### src/rtl/seq_detect_ctrl.sv
// Configurable serial pattern detector with run sequencing and match counting.
// Optional SEQ_DET_IRQ_EN adds a sticky completion interrupt (irq/irq_ack).
module seq_detect_ctrl #(
  parameter int PAT_W = 4,
  parameter int CNT_W = 8,
  parameter int WIN_W = 8
) (
  input  logic                       clk,
  input  logic                       reset,
  input  logic                       cfg_wr,
  input  logic [PAT_W-1:0]           cfg_pattern,
  input  logic [$clog2(PAT_W+1)-1:0] cfg_len,
  input  logic                       cfg_overlap,
  input  logic [WIN_W-1:0]           cfg_window,
  input  logic                       start,
  input  logic                       stop,
  input  logic                       x,
  input  logic                       x_valid,
  output logic                       y,
  output logic                       busy,
  output logic                       done,
  output logic [CNT_W-1:0]           match_count,
  output logic                       cfg_err
`ifdef SEQ_DET_IRQ_EN
  ,
  output logic                       irq,
  input  logic                       irq_ack
`endif
);

  localparam int LEN_W = $clog2(PAT_W+1);
  localparam int LEN_RST = (PAT_W < 4) ? PAT_W : 4;
  localparam logic [PAT_W-1:0] PAT_RST = PAT_W'(4'b1011);

  typedef enum logic [1:0] {
    IDLE,
    RUN,
    DONE
  } state_t;

  state_t state, state_nx;

  logic [PAT_W-1:0] pat_q;
  logic [LEN_W-1:0] len_q;
  logic             ovl_q;
  logic [WIN_W-1:0] win_q;
  logic [PAT_W-2:0] hist_q;
  logic [LEN_W-1:0] fill_q;
  logic [WIN_W-1:0] scnt_q;

  logic [PAT_W-1:0] shf;
  logic [PAT_W-1:0] mask;
  logic [LEN_W:0]   fill_p1;
  logic [WIN_W-1:0] scnt_nx;
  logic             smp;
  logic             hit;
  logic             match;
  logic             win_hit;
  logic             term;
  logic             go;
  logic             cfg_ok;

  always_comb begin
    mask = '0;
    for (int i = 0; i < PAT_W; i++) begin
      mask[i] = (LEN_W'(i) < len_q);
    end
  end

  assign shf     = {hist_q, x};
  assign fill_p1 = {1'b0, fill_q} + (LEN_W+1)'(1);
  assign scnt_nx = scnt_q + WIN_W'(1);
  assign smp     = (state == RUN) && x_valid;
  assign hit     = (((shf ^ pat_q) & mask) == '0)
                && (fill_p1 >= {1'b0, len_q});
  assign match   = smp && hit;
  assign win_hit = smp && (win_q != '0) && (scnt_nx == win_q);
  assign term    = (state == RUN) && (stop || win_hit);
  assign go      = (state != RUN) && start;
  assign cfg_ok  = cfg_wr && (state != RUN)
                && (cfg_len != '0)
                && (cfg_len <= LEN_W'(PAT_W));

  always_ff @(posedge clk or posedge reset) begin
    if (reset) state <= IDLE;
    else       state <= state_nx;
  end

  always_comb begin
    state_nx = state;
    unique case (1'b1)
      go:      state_nx = RUN;
      term:    state_nx = DONE;
      default: state_nx = state;
    endcase
  end

  always_comb begin
    busy = (state == RUN);
    done = (state == DONE);
  end

  always_ff @(posedge clk or posedge reset) begin
    if (reset) begin
      pat_q       <= PAT_RST;
      len_q       <= LEN_W'(LEN_RST);
      ovl_q       <= 1'b0;
      win_q       <= '0;
      hist_q      <= '0;
      fill_q      <= '0;
      scnt_q      <= '0;
      match_count <= '0;
      y           <= 1'b0;
      cfg_err     <= 1'b0;
    end else begin
      if (cfg_ok) begin
        pat_q <= cfg_pattern;
        len_q <= cfg_len;
        ovl_q <= cfg_overlap;
        win_q <= cfg_window;
      end
      cfg_err <= cfg_wr && !cfg_ok;
      y       <= match;
      if (go) begin
        hist_q      <= '0;
        fill_q      <= '0;
        scnt_q      <= '0;
        match_count <= '0;
      end else if (smp) begin
        hist_q <= shf[PAT_W-2:0];
        scnt_q <= scnt_nx;
        // non-overlap restarts the fill so matched bits are not reused
        if (match && !ovl_q)   fill_q <= '0;
        else if (fill_q < len_q) fill_q <= fill_q + LEN_W'(1);
        if (match && (match_count != '1))
          match_count <= match_count + CNT_W'(1);
      end
    end
  end

`ifdef SEQ_DET_IRQ_EN
  always_ff @(posedge clk or posedge reset) begin
    if (reset)                irq <= 1'b0;
    else if (term)            irq <= 1'b1;
    else if (irq_ack || start) irq <= 1'b0;
  end
`endif

endmodule

### config.mk
export PLATFORM = sky130hd
export DESIGN_NAME = seq_detect_ctrl
export DESIGN_NICKNAME = d
export VERILOG_FILES = /design/src/rtl/seq_detect_ctrl.sv
export SDC_FILE = /design/constraint.sdc
export NUM_CORES = 1
export LEC_CHECK = 0
export CAP_MARGIN = 10
export CORE_MARGIN = 2
export CORE_UTILIZATION = 45
export CTS_CLUSTER_SIZE = 25
export DETAILED_ROUTE_END_ITERATION = 12
export PLACE_DENSITY = 0.72
export SLEW_MARGIN = 20
export SYNTH_ARGS = -nofsm -noshare
export SYNTH_HDL_FRONTEND = slang
export SYNTH_SLANG_ARGS = --single-unit
### constraint.sdc
create_clock -name clk -period 3.3 [get_ports clk]
set_input_delay 0.66 -clock clk [delete_from_list [all_inputs] [get_ports clk]]
set_output_delay 0.66 -clock clk [all_outputs]
set_load 0.01 [all_outputs]
# After elaboration in Yosys (flattened, before gate mapping)

Index checks and enable logic that the tools add are counted.

Add/sub/neg operators: 4
Order comparisons: 7
Equal/unequal tests: 5
Mux-type cells: 12
Bitwise gates (word level): 2
Reductions and logical operators: 25

Operator list:

| cell                | count |
|---|---|
| $mux 8              | 5 |
| $mux 3              | 6 |
| $add 8x1->8 const B | 2 |
| $logic_and 1x1->1   | 13 |
| $eq 8x8->1          | 1 |
| $ne 8x8->1 const B  | 1 |
| $reduce_bool 8->1   | 1 |
| $lt 1x3->1 const A  | 2 |
| $lt 2x3->1 const A  | 2 |
| $reduce_bool 2->1   | 3 |
| $reduce_bool 3->1   | 2 |
| $add 3x1->4 const B | 1 |
| $and 4x4->4         | 1 |
| $ge 4x3->1          | 1 |
| $logic_not 4->1     | 1 |
| $pmux 2 s2          | 1 |
| $reduce_and 2->1    | 2 |
| $xor 4x4->4         | 1 |
| $add 3x1->3 const B | 1 |
| $le 3x3->1 const B  | 1 |
| $lt 3x3->1          | 1 |
| $eq 2x1->1 const B  | 1 |
| $eq 2x2->1 const B  | 1 |
| $logic_not 1->1     | 2 |
| 2 further kinds     | 2 |

Bits in registers: 42
Bits of input ports: 23
Output and inout port bits: 12
Word-level logic and storage cells: 66

# Longest topological paths before layout

Depth after elaboration: 9
Gate-level depth with buffers: 9
Depth with buffers taken out: 8

# Least setup slack after synthesis

OpenSTA, ideal clock, no wires.

Kind: flip-flop to flip-flop
From: register fill_q[0]
To: register match_count[6]
Library setup time: 120 ps
Arrival: 2,063 ps
Required time: 3,180 ps
Slack: 1,117 ps
Cell stages (with the launch flop): 9
Buffers on the path: 0
Period minus slack after synthesis: 2,183 ps
Cells stage by stage: dfrtp_1 ha_1 xor2_1 ha_1 o21ai_0 o21ai_1 nand4b_4 or4_1 o211a_1

Word-level cells in the longest chain between the ends: 7

RTL lines:

| element                            | RTL line | RTL |
|---|---|---|
| from (decl)                        | 48       | `logic [LEN_W-1:0] fill_q;` |
| from (signal assigned)             | 134      | `else if (fill_q < len_q) fill_q <= fill_q + LEN_W'(1);` |
| $add 3x1->4                        | 71       | `assign fill_p1 = {1'b0, fill_q} + (LEN_W+1)'(1);` |
| $ge 4x3->1                         | 75       | `&& (fill_p1 >= {1'b0, len_q});` |
| $logic_and 1x1->1                  | 75       |  |
| $logic_and 1x1->1                  | 76       | `assign match = smp && hit;` |
| $logic_and 1x1->1                  | 135      | `if (match && (match_count != '1))` |
| $reduce_bool 2->1 (no source line) | n/a      |  |
| $reduce_and 2->1 (no source line)  | n/a      |  |
| to (signal assigned)               | 136      | `match_count <= match_count + CNT_W'(1);` |
| to (decl)                          | 22       | `output logic [CNT_W-1:0] match_count,` |

Every way passes these cells.
A chain may end at the register's enable or synchronous reset.

# Worst setup path after layout

From: register fill_q[0]
To: register match_count[3]

Same word-level chain as after synthesis.

==> results.md <==
* Layout area overhead at 23.7%
* Crit-path max FO at 18
* WP data required at 3.52 ns
* Maximum capacitance violations at 0
* Nets at 282
* Slew headroom at 50.0%
* Clock buffer depth at 2
* Setup TNS at 0 ns
* Post-synthesis xor/xnor area fraction at 7.22%
* Initial DRC count at 82
* Share of cells above drive strength 1 at 13.9%
* Area share of the largest cell type after synthesis at 41.2%
* Most frequent cells after synthesis: 38 x dfrtp_1, 16 x mux2_2, 13 x xnor2_1, 11 x o21ai_0
* HPWL after DPL at 3330 µm
* Core ar. at 5010 µm²
* Hold-fix buffers, CTS at 0
* Initial Utilization at 46.0%
* Number of global-route vias before repair at 1,646
* DR DRC count at 0
* Post-synthesis simple-gate area fraction at 14.9%
* Crit path cell chain: ha_1, xor2_1, ha_1, o21ai_0, o21ai_1, nand4b_4, or4_1, a21oi_1
* Synth area leaders: dfrtp_1 41%, mux2_2 7.8%, xnor2_1 4.9%, ha_1 4.9%, dfstp_2 4.6%
* # diodes at 0
* Clk root buf: clkbuf_8
* Chip Width at 75.6 µm
* Number of placement rows at 26
* Post-synthesis sequential area ratio at 45.8%
* Synthesized flop and latch total at 42
* Syn Area/Cell at 10.7 µm²
* Pwr dens at 775 nW/µm²
* DR vias/cell at 5.65
* Status: completed
* Total CTS buffers at 5
* # fillers at 453
* Hold slack at 0.537 ns
* Placed Cells at 313
* Total power at 2.21 mW
* Cells after synthesis at 215
* Die area at 5710 µm²
* RSZ-0062 raised after global routing: no
* Largest net degree at the start of global routing at 43
* GRT Total Usage at 17.8%
* Fin cells at 321
* Synth Flop Type: dfrtp_1
* EDFF count, synth at 0
* Asr flop ratio synth at 100%
* Crit-path most repeated cell: ha_1
* Largest area contributor in the netlist: dfrtp_1
* Skew-Pair Late Insertion Delay at 0.30 ns
* Count leader, synth: dfrtp_1
* Final Hold Fails at 0
* Final setup vio count at 0
* YS warnings at 0
* Largest family of logic cells by synthesized area: compound AO/OA/AOI/OAI gates
* Final wirelength at 4490 µm
* Compound-Gate Fraction of Synth Area at 15.8%
* Chip Height at 75.6 µm
* Wirelength per Cell at 14.0 µm
* First-pass GRT wire length at 7700 µm
* Final period util at 75.7%
* Max-slew violations at 0
* Final setup margin at 0.802 ns
* Via count at 1,813
* Cell area after synthesis at 2310 µm²
* CTS HTree Levels at 2
* Slowest cell on the critical path: or4_1
* Yosys cell types at 46
* Hold crit path type: flip-flop to flip-flop
* Worst vdd ir at 0.000388 V
* Crit path DAT at 2.72 ns
* 1st-pass router iterations at 4
* Worst clock skew at 0.00449 ns
* Max incr delay on CP at 0.56 ns
* PostCTS Resize Cnt at 0
* Synthesized Nets at 247
* Setup Buffers After CTS at 0
* Minimum clock period at 2.50 ns
* Fmax at 0.400 GHz
* Post-synthesis adder-cell area fraction at 4.88%
* Static Leak at 1.20 nW
* Crit start category: flip-flop
* Gr ovfl total at 0
* Antenna-violating nets left at 0
* Clock Sinks at 42
* Slew @ Worst Pin at 0.747 ns
* Mux cell area share after synthesis at 8.25%
* Initial antenna violation count at 0
* Number of I/O port buffers at 34
* I/O pins at 35
* Kind of critical path: flip-flop to flip-flop
* TritonCTS clock tree: done
* RD Place Congestion at 0.835
* Worst slack at placement at 0.639 ns
* CP endpoint kind: flip-flop
* Worst-path clk slew at 0.08 ns
## sequential cells by signal, indices dropped and copies added, names as in the netlist, 2 cells and up
signal	count
fill_q	3
hist_q	3
len_q	3
match_count	8
pat_q	4
scnt_q	8
state	2
win_q	8
## power by group
part | leakage, nW | switching (mW) | internal [mW] | total [mW]
combinational | 0.601 | 0.404 | 0.438 | 0.841
sequential | 0.534 | 0.185 | 0.700 | 0.885
clock | 0.0683 | 0.182 | 0.303 | 0.485
total | 1.20 | 0.771 | 1.44 | 2.21
## per-stage QoR
| step | instance area, µm² | util, % |
|---|---|---|
| after floorplan | 2310 | - |
| after global routing | 2850 | 56.9 |
| after detailed placement | 2710 | 54.2 |
| final | 2850 | 56.9 |
| after CTS | 2850 | 56.9 |
| after global placement | 2710 | 54.2 |
## layer usage
layer / GRT usage [%] / vias to the layer above / wire [µm]
met3: 3.84 / 9 / 288
li1: - / 866 / -
met5: 0 / - / 0
met4: 7.80 / 0 / 82
met2: 27.1 / 68 / 2060
met1: 24.7 / 870 / 2060
## worst paths after layout
check                           depth (start not counted)        endpoint       from  slack [ns]
min in group asynchronous                               3        state[1]      reset        0.79
worst max-delay path                                    8  match_count[3]  fill_q[0]        0.80
worst max register to register                          8  match_count[3]  fill_q[0]        0.80
worst min register to register                          1       hist_q[2]  hist_q[2]        0.54
worst min-delay path                                    1       hist_q[2]  hist_q[2]        0.54
max in group asynchronous                               3        pat_q[0]      reset        2.13
## worst max-delay path: cells and delay by family, from the launching register on
kind,cells,cell delay [ns]
AOI/OAI and AO/OA,3,0.45
xor gates and xnor gates,1,0.16
adders and majority gates,2,0.54
DFF,1,0.44
and+or+nand+nor,2,0.83
## cell families (layout without fill, tap and decap cells)
logic type	Yosys count	count (layout)
AO/OA/AOI/OAI	52	52
XOR/XNOR	19	19
adder cells (fa/ha/maj)	9	9
buffers and inverters	18	54
flip-flops	42	42
multiplexers	17	17
AND/OR/NAND/NOR	58	58
## cell type report
type                            instances  area, µm²  share of cell area, %
Multi-Input combinational cell        155       1180                   41.3
Sequential cell                        42       1060                   37.0
Timing Repair Buffer                   36        355                   12.5
Tap cell                               70       87.6                   3.07
Clock buffer                            5       68.8                   2.41
Clock inverter                          3       68.8                   2.41
Inverter                               10       37.5                   1.32
## layout by cell type (no fill, tap or decap), types with 5 or more instances in the layout
cell type | Yosys | layout
nor2_1 | 10 | 10
mux2_2 | 16 | 16
a22o_1 | 5 | 5
dfrtp_1 | 38 | 38
a21oi_1 | 7 | 7
o21ai_0 | 11 | 11
ha_1 | 9 | 9
clkdlybuf4s50_1 | 0 | 34
o31ai_1 | 8 | 8
inv_1 | 10 | 10
nand2_1 | 10 | 10
xor2_1 | 6 | 6
clkbuf_8 | 0 | 5
nand3_1 | 9 | 9
xnor2_1 | 13 | 13
No activity file was read; power rests on OpenSTA's default activity.
